`config.mk`:
```
export PLATFORM = sky130hd
export DESIGN_NAME = param_updown_counter
export DESIGN_NICKNAME = d
export VERILOG_FILES = /design/src/rtl/param_updown_counter.sv
export SDC_FILE = /design/constraint.sdc
export NUM_CORES = 1
export LEC_CHECK = 0
export BUFFER_PORTS_ARGS = -buffer_cell sky130_fd_sc_hd__buf_2
export CAP_MARGIN = 20
export CORE_MARGIN = 3
export CORE_UTILIZATION = 25
export DETAILED_ROUTE_END_ITERATION = 8
export HOLD_SLACK_MARGIN = 0.12
export PLACE_DENSITY = 0.52
export SLEW_MARGIN = 20
export SYNTH_ARGS = -nofsm -noshare
export SYNTH_HDL_FRONTEND = slang
export SYNTH_SLANG_ARGS = --single-unit
```
`constraint.sdc`:
```
create_clock -name clk -period 2.3 [get_ports clk]
set_input_delay 0.345 -clock clk [delete_from_list [all_inputs] [get_ports clk]]
set_output_delay 0.345 -clock clk [all_outputs]
set_load 0.005 [all_outputs]
```
`src/rtl/param_updown_counter.sv`:
```
// Parameterised up/down counter with load, wrap or saturate at the end of
// range, a one-cycle end-of-range pulse and a sticky end-of-range flag.
module param_updown_counter #(
    parameter int WIDTH    = 8,
    parameter int SATURATE = 0
) (
    input  logic             clk,
    input  logic             rst_n,
    input  logic             ld,
    input  logic [WIDTH-1:0] ld_val,
    input  logic             en,
    input  logic             dir,
    input  logic             clr_err,
    output logic [WIDTH-1:0] q,
    output logic             tc,
    output logic             edge_p,
    output logic             err
);

    logic [WIDTH-1:0] q_q, q_d;
    logic             edge_q, edge_d;
    logic             err_q, err_d;

    // Incrementer chain operands. Counting down reuses the same +1 chain:
    // q-1 == ~(~q + 1), so the operand and result are inverted when dir=0.
    logic [WIDTH-1:0] chain_a;
    logic [WIDTH-1:0] chain_c;
    logic [WIDTH-1:0] chain_s;
    logic [WIDTH-1:0] step_val;
    logic             eor;

    assign chain_a    = dir ? q_q : ~q_q;
    assign chain_c[0] = 1'b1;

    // Ripple chain: each bit is a half adder fed by the carry/borrow below it.
    generate
        for (genvar gi = 0; gi < WIDTH; gi++) begin : g_chain
            assign chain_s[gi] = chain_a[gi] ^ chain_c[gi];
            if (gi < WIDTH - 1) begin : g_carry
                assign chain_c[gi+1] = chain_a[gi] & chain_c[gi];
            end
        end
    endgenerate

    assign step_val = dir ? chain_s : ~chain_s;

    // Terminal count looks only at the current value and direction.
    assign tc  = dir ? (&q_q) : ~(|q_q);
    // An end-of-range event is a count step attempted at the terminal value.
    assign eor = ~ld & en & tc;

    // Next-state selection: load beats count beats hold; saturation blocks
    // the step only on an end-of-range event.
    always_comb begin
        q_d    = q_q;
        edge_d = eor;
        err_d  = err_q;
        if (ld) begin
            q_d = ld_val;
        end else if (en) begin
            if (!(eor && (SATURATE != 0))) begin
                q_d = step_val;
            end
        end
        if (eor) begin
            err_d = 1'b1;
        end else if (clr_err) begin
            err_d = 1'b0;
        end
    end

    // State registers with immediate clear on reset.
    always_ff @(posedge clk or negedge rst_n) begin
        if (!rst_n) begin
            q_q    <= '0;
            edge_q <= 1'b0;
            err_q  <= 1'b0;
        end else begin
            q_q    <= q_d;
            edge_q <= edge_d;
            err_q  <= err_d;
        end
    end

    assign q      = q_q;
    assign edge_p = edge_q;
    assign err    = err_q;

endmodule

```
==> results of run 1 <==
==> routing by layer <==
| layer | GRT usage (%) | vias up |
|---|---|---|
| met5 | 0 | - |
| met4 | 6.502 | 0 |
| met3 | 1.489 | 2 |
| met2 | 16.98 | 13 |
| met1 | 13.12 | 305 |
| li1 | - | 324 |
==> metrics by stage <==
stage,util [%],hold slack [ns],cell area [um^2],cells
finish,35.63,0.2684,991.0,140
global route,35.63,0.2650,991.0,140
CTS,34.05,0.2610,947.2,140
detailed placement,32.07,0.2177,892.1,134
global placement,32.07,0.2200,892.1,134
floorplan,-,0.04941,740.7,80
==> cells in the mapped netlist <==
cell type / instances / area [um^2]
dfrtp_1: 10 / 250.2
nand2_1: 10 / 37.54
ha_1: 7 / 87.58
nor2_1: 7 / 26.28
xor2_1: 7 / 61.31
a21oi_1: 6 / 30.03
o21ai_0: 6 / 30.03
xnor2_1: 6 / 52.55
inv_1: 5 / 18.77
buf_2: 3 / 15.01
buf_6: 2 / 22.52
nand4_1: 2 / 12.51
o21ai_1: 2 / 10.01
a21oi_2: 1 / 8.760
nand3_1: 1 / 5.000
nor3_1: 1 / 5.000
nor4_4: 1 / 21.27
nor4b_4: 1 / 23.77
o32ai_2: 1 / 16.27
or3_1: 1 / 6.260
==> area by class of cell <==
type / count / share of cell area, %
Timing Repair Buffer: 30 / 16.92
Clock buffer: 4 / 3.662
Multi-Input combinational cell: 60 / 48.23
Tap cell: 31 / 3.914
Inverter: 5 / 1.894
Sequential cell: 10 / 25.38
==> cells in the final DEF (no fill, tap or decap) <==
master	count
dlygate4sd3_1	1
a21oi_2	2
clkbuf_8	1
ha_2	1
nand2_1	10
dfrtp_2	1
nor4b_4	1
buf_2	24
buf_4	5
o32ai_2	1
or3_1	1
xor2_1	7
ha_4	3
nor3_1	1
o21ai_1	3
inv_1	5
nor4_4	1
ha_1	3
nand4_1	2
a21oi_1	5
clkbuf_4	3
nand3_1	1
xnor2_1	6
nor2_1	7
o21ai_0	5
dfrtp_1	9
==> kinds of logic (layout without fill, tap and decap cells) <==
logic type               count (synthesis)  after routing  share of synthesized area [%]
adder cells (fa/ha/maj)                  7              7                          11.82
AND/OR/NAND/NOR                         24             24                          18.58
XOR/XNOR                                13             13                          15.37
flip-flops                              10             10                          33.78
AO/OA/AOI/OAI                           16             16                          12.84
buffers and inverters                   10             39                          7.601
==> registers in the layout, summed over array words and instances, names as in the netlist <==
register and cells:
q 8, edge_p 1, err 1
==> where the power goes <==
group          switching (mW)  internal [mW]
registers              0.0300          0.195
logic                   0.100          0.105
clock network          0.0585         0.0960
total                   0.189          0.396
==> worst min path at each step <==
stage | start | to | slack, ns | cells after the start
floorplan | rst_n | edge_p$_DFF_PN0_ | 0.05 | 0
CTS | clr_err | err$_DFFE_PN0P_ | 0.26 | 2
global placement | rst_n | q[7]$_DFFE_PN0P_ | 0.22 | 1
finish | clr_err | err$_DFFE_PN0P_ | 0.27 | 2
global route | clr_err | err$_DFFE_PN0P_ | 0.26 | 2
detailed placement | rst_n | q[7]$_DFFE_PN0P_ | 0.22 | 1
==> what timing repair did <==
item / 4_1_cts / 5_1_grt
pin swaps: 1 / 3
resized for setup: 1 / 9
setup endpoints to repair: 1 / 1
setup buffers: 1 / 0
hold endpoints to repair: 10 / 0
hold buffers: 1 / 0
==> summary.txt, run 1 <==
Synthesis
  – Seq/Total Area, Yosys: 33.78%
  – Synth Cell Area: 740.7 um^2
  – Mean area per synthesized cell: 9.259 um^2
  – Netlist cell types: 20
  – Synthesized flop and latch total: 10
  – Synthesized Nets: 101
  – Post-synthesis cell count: 80
  – YS warnings: 0

Final layout
  – Fraction of layout cells with a size suffix above 1: 39.45%
  – Register area: 251.5 um^2
  – Nets: 131
  – Fillers: 283
  – # diodes: 0
  – Area delta synth->final: 33.78%
  – Footprint of the multi-input gates: 478.0 um^2

Placed design
  – Port bufs: 24
  – GPL Wtd Cong: 0.7298
  – Post-detail-place hpwl: 1383 um
  – Post-place setup slack: -0.01144 ns

Routing
  – Vias post-DR: 644
  – Vias per cell: 4.600
  – Met3 wire len: 54 um
  – Pre-antenna DRT Iters: 3
  – Total routed wirelength: 1735 um
  – Antenna Nets Post-Route: 0
  – DRT met1 WL: 786 um
  – 1st-iter DRT viols: 13
  – Residual DRC: 0
  – Highest Signal Layer: met4
  – Post-DR wirelength/cell: 12.39 um
  – Met2 wire length: 877 um

Setup path
  – Most used cell, CP: ha_4
  – Cells along the critical path: or3_1 > nand2_1 > ha_2 > ha_4 > ha_4 > ha_4 > ha_1 > xor2_1 > nor2_1 > a21oi_2 > o21ai_1
  – Critical path type: register to register
  – Critical path depth: 11
  – Largest stage delay on the critical path: 0.43 ns
  – Worst Path Arrival: 2.29 ns
  – CP required: 2.45 ns
  – Reg2reg end: q[6]$_DFFE_PN0P_
  – CP max-delay cell: dfrtp_2
  – Cells on worst reg2reg path: 11
  – Flop2flop setup slack: 0.16 ns
  – Max FO, Critical Path: 4
  – R2r startpoint: q[1]$_DFFE_PN0P_
  – Critical Path Start Type: register
  – Buf+Inv Stages, Crit Path: 0
  – Worst Setup End Kind: register
  – Worst setup startpoint: q[1]$_DFFE_PN0P_
  – Crit path max-delay family: adder cells
  – Worst Setup EP: q[6]$_DFFE_PN0P_

Pwr
  – Cell Pwr Density: 589.7 nW/um^2
  – Peak supply drop: 0.3934 mV
  – Leakage: 0.4670 nW
  – Pwr Total: 0.5844 mW

Flow run
  – Max cap viols: 0

Floorplan
  – I/O pin total: 25
  – Die height: 60.43 um
  – Row Count: 19
  – Core ar.: 2781 um^2
  – Initial Utilization: 26.63%
  – Die ar.: 3652 um^2
  – Die width: 60.43 um

Clock tree
  – Root Buffer Master: clkbuf_4
  – Clock Path Buffers: 2
  – CTS tree: yes
  – CTS clk-pin slew, worst paths: 0.07 ns
  – H-tree Lvls: 1
  – CTS buffer count: 3
  – Sinks on Clock Net: 10
  – Skew-Pair Late Insertion Delay: 0.26 ns

STA
  – Slew Viols, Final: 0
  – Slew margin rel.: 68.88%
  – Layout Skew: 0.004759 ns
  – Period utilization: 93.16%
  – Unrepaired setup endpoints after global routing: no
  – Final WS setup: 0.1574 ns
  – Slew @ Worst Pin: 0.4663 ns
  – Final setup vio count: 0
  – Period minus WS final: 2.143 ns
  – Hold Vio Cnt, Final: 0
  – Setup TNS: 0 ns
  – Highest Clock Rate: 466.7 MHz

Global routing
  – First-pass GRT wire length: 2780 um
  – Vias in the first global route: 614
  – Initial antenna violation count: 0
  – Total global routing overflow: 0
  – Total Routing Usage GR: 10.48%
  – Largest net degree at the start of global routing: 19

Hold path
  – Min-Delay Path Class: input port to register

Status
  – Status: finished, final reports clean
No activity file was read; power rests on OpenSTA's default activity.
==> inputs of run 2 (changes only) <==
--- a/config.mk
+++ b/config.mk
@@ -12,6 +12,7 @@
 export DETAILED_ROUTE_END_ITERATION = 8
 export HOLD_SLACK_MARGIN = 0.12
 export PLACE_DENSITY = 0.52
+export REMOVE_ABC_BUFFERS = 1
 export SLEW_MARGIN = 20
 export SYNTH_ARGS = -nofsm -noshare
 export SYNTH_HDL_FRONTEND = slang
==> summary.txt, run 2 (synthesized netlist as in run 1, its figures left out) <==
Status
  – Status: finished, final reports clean

Routing
  – Antenna Nets Post-Route: 0
  – Total routed wirelength: 1707 um
  – Vias per cell: 4.486
  – Vias post-DR: 628
  – Post-DR wirelength/cell: 12.19 um
  – Residual DRC: 0
  – Pre-antenna DRT Iters: 3
  – 1st-iter DRT viols: 12

Pwr
  – Internal cell power: 0.3939 mW
  – Pwr Total: 0.5907 mW
  – Cell Pwr Density: 596.8 nW/um^2
  – Logic pwr share: 33.2%
  – Peak supply drop: 0.2836 mV
  – Switching Share: 33.31%
  – Clk pwr share: 28.5%
  – P_sw: 0.1968 mW
  – Sequential share of power: 38.4%
  – Leakage: 0.4644 nW

Global routing
  – Initial antenna violation count: 0
  – Total Routing Usage GR: 10.50%
  – Vias in the first global route: 633
  – First-pass GRT wire length: 2822 um
  – Total global routing overflow: 0
  – Largest net degree at the start of global routing: 19

Floorplan
  – I/O pin total: 25
  – Die height: 60.43 um
  – Initial Utilization: 26.63%
  – Die ar.: 3652 um^2
  – Row Count: 19
  – Die width: 60.43 um
  – Core ar.: 2781 um^2

Clock tree
  – Root Buffer Master: clkbuf_4
  – H-tree Lvls: 1
  – Skew-Pair Late Insertion Delay: 0.27 ns
  – Clock Path Buffers: 2
  – CTS buffer count: 3
  – Sinks on Clock Net: 10
  – CTS clk-pin slew, worst paths: 0.08 ns
  – CTS tree: yes

STA
  – Period utilization: 95.41%
  – Slew margin rel.: 70.85%
  – Layout Skew: 0.002731 ns
  – Slew Viols, Final: 0
  – Hold Vio Cnt, Final: 0
  – Highest Clock Rate: 455.7 MHz
  – Hold_ws: 0.2526 ns
  – Period minus WS final: 2.194 ns
  – Slew @ Worst Pin: 0.4367 ns
  – Final setup vio count: 0

Setup path
  – Cells along the critical path: or3_1 > nand2_1 > ha_2 > ha_4 > ha_4 > ha_2 > ha_4 > xor2_1 > nor2_1 > a21oi_1 > o21ai_1
  – Largest stage delay on the critical path: 0.43 ns
  – Most used cell, CP: ha_4
  – Critical path type: register to register
  – CP max-delay cell: dfrtp_1
  – CP required: 2.46 ns
  – Critical Path Start Type: register
  – Flop2flop setup slack: 0.11 ns
  – Max FO, Critical Path: 5
  – Worst Path Arrival: 2.35 ns
  – Worst Setup End Kind: register

Final layout
  – Fraction of layout cells with a size suffix above 1: 39.45%
  – Most frequent cells in the layout: buf_2, nand2_1, dfrtp_1
  – Commonest non-fill, non-tap cell in the layout: buf_2
  – # diodes: 0
  – Largest register FFs: 8
  – Area delta synth->final: 33.61%
  – Nets: 131

Placed design
  – Port bufs: 24
  – Post-detail-place hpwl: 1248 um
  – GPL Wtd Cong: 0.7291

Hold path
  – Min-Delay Path Class: input port to register

Flow run
  – Max cap viols: 0
run 2: cell counts in the layout (fill, tap and decap cells not counted):
No cell type changed its count.
run 2: worst paths after layout:
path | start | end | cells past startpoint
setup / recovery | q[0]$_DFFE_PN0P_ | q[6]$_DFFE_PN0P_ | 11
setup reg to reg | q[0]$_DFFE_PN0P_ | q[6]$_DFFE_PN0P_ | 11
hold / removal | clr_err | err$_DFFE_PN0P_ | 2
max in group asynchronous | rst_n | q[1]$_DFFE_PN0P_ | 2
hold reg to reg | err$_DFFE_PN0P_ | err$_DFFE_PN0P_ | 2
min in group asynchronous | rst_n | q[5]$_DFFE_PN0P_ | 2
run 2: worst max-delay path: cells and delay by family (launching register included):
family / cells / cell delay (ns)
adders and majority gates: 5 / 0.80
and+or+nand+nor: 3 / 0.50
DFF: 1 / 0.43
AOI/OAI and AO/OA: 2 / 0.21
xor gates and xnor gates: 1 / 0.15
run 2: repair_timing:
action,in CTS,in global routing
endpoints found under the hold margin,10,0
setup buffers,0,1
endpoints found under the setup margin,0,1
gates resized for setup,0,9
hold buffers,1,0
run 2: final cells by class:
| type | count | area, um^2 |
|---|---|---|
| well taps | 31 | 38.79 |
| flip-flops and latches | 10 | 251.5 |
| fillers | 287 | 1792 |
| inverters | 5 | 18.77 |
| repair buffers | 30 | 167.7 |
| clock buffers | 4 | 36.28 |
| multi-input cells | 60 | 476.7 |
run 2: routing by layer:
| metal | track usage [%] | up-vias | part of all wire, % |
|---|---|---|---|
| met3 | 2.128 | 2 | 4.4 |
| met4 | 4.644 | 0 | 0.59 |
| met1 | 13.29 | 285 | 46 |
| met2 | 17.28 | 14 | 49 |
| li1 | - | 327 | - |
| met5 | 0 | - | 0 |
run 2: per-stage QoR:
step | std cells | utilization, % | TNS (ns) | area, um^2 | worst slack, ns
floorplan | 75 | - | 0 | 703.2 | 0.2251
global placement | 134 | 32.07 | 0 | 892.1 | 0.07391
detailed placement | 134 | 32.07 | 0 | 892.1 | 0.05837
CTS | 139 | 33.74 | 0 | 938.4 | 0.02875
global route | 140 | 35.58 | -0.007518 | 989.7 | -0.007518
finish | 140 | 35.58 | 0 | 989.7 | 0.1056
run 2: power by group through the flow:
stage	registers, mW	clock network, mW	logic (mW)
floorplan	0.229	0	0.102
global placement	0.229	0	0.173
detailed placement	0.230	0	0.175
CTS	0.227	0.176	0.178
global route	0.230	0.183	0.224
finish	0.227	0.168	0.196
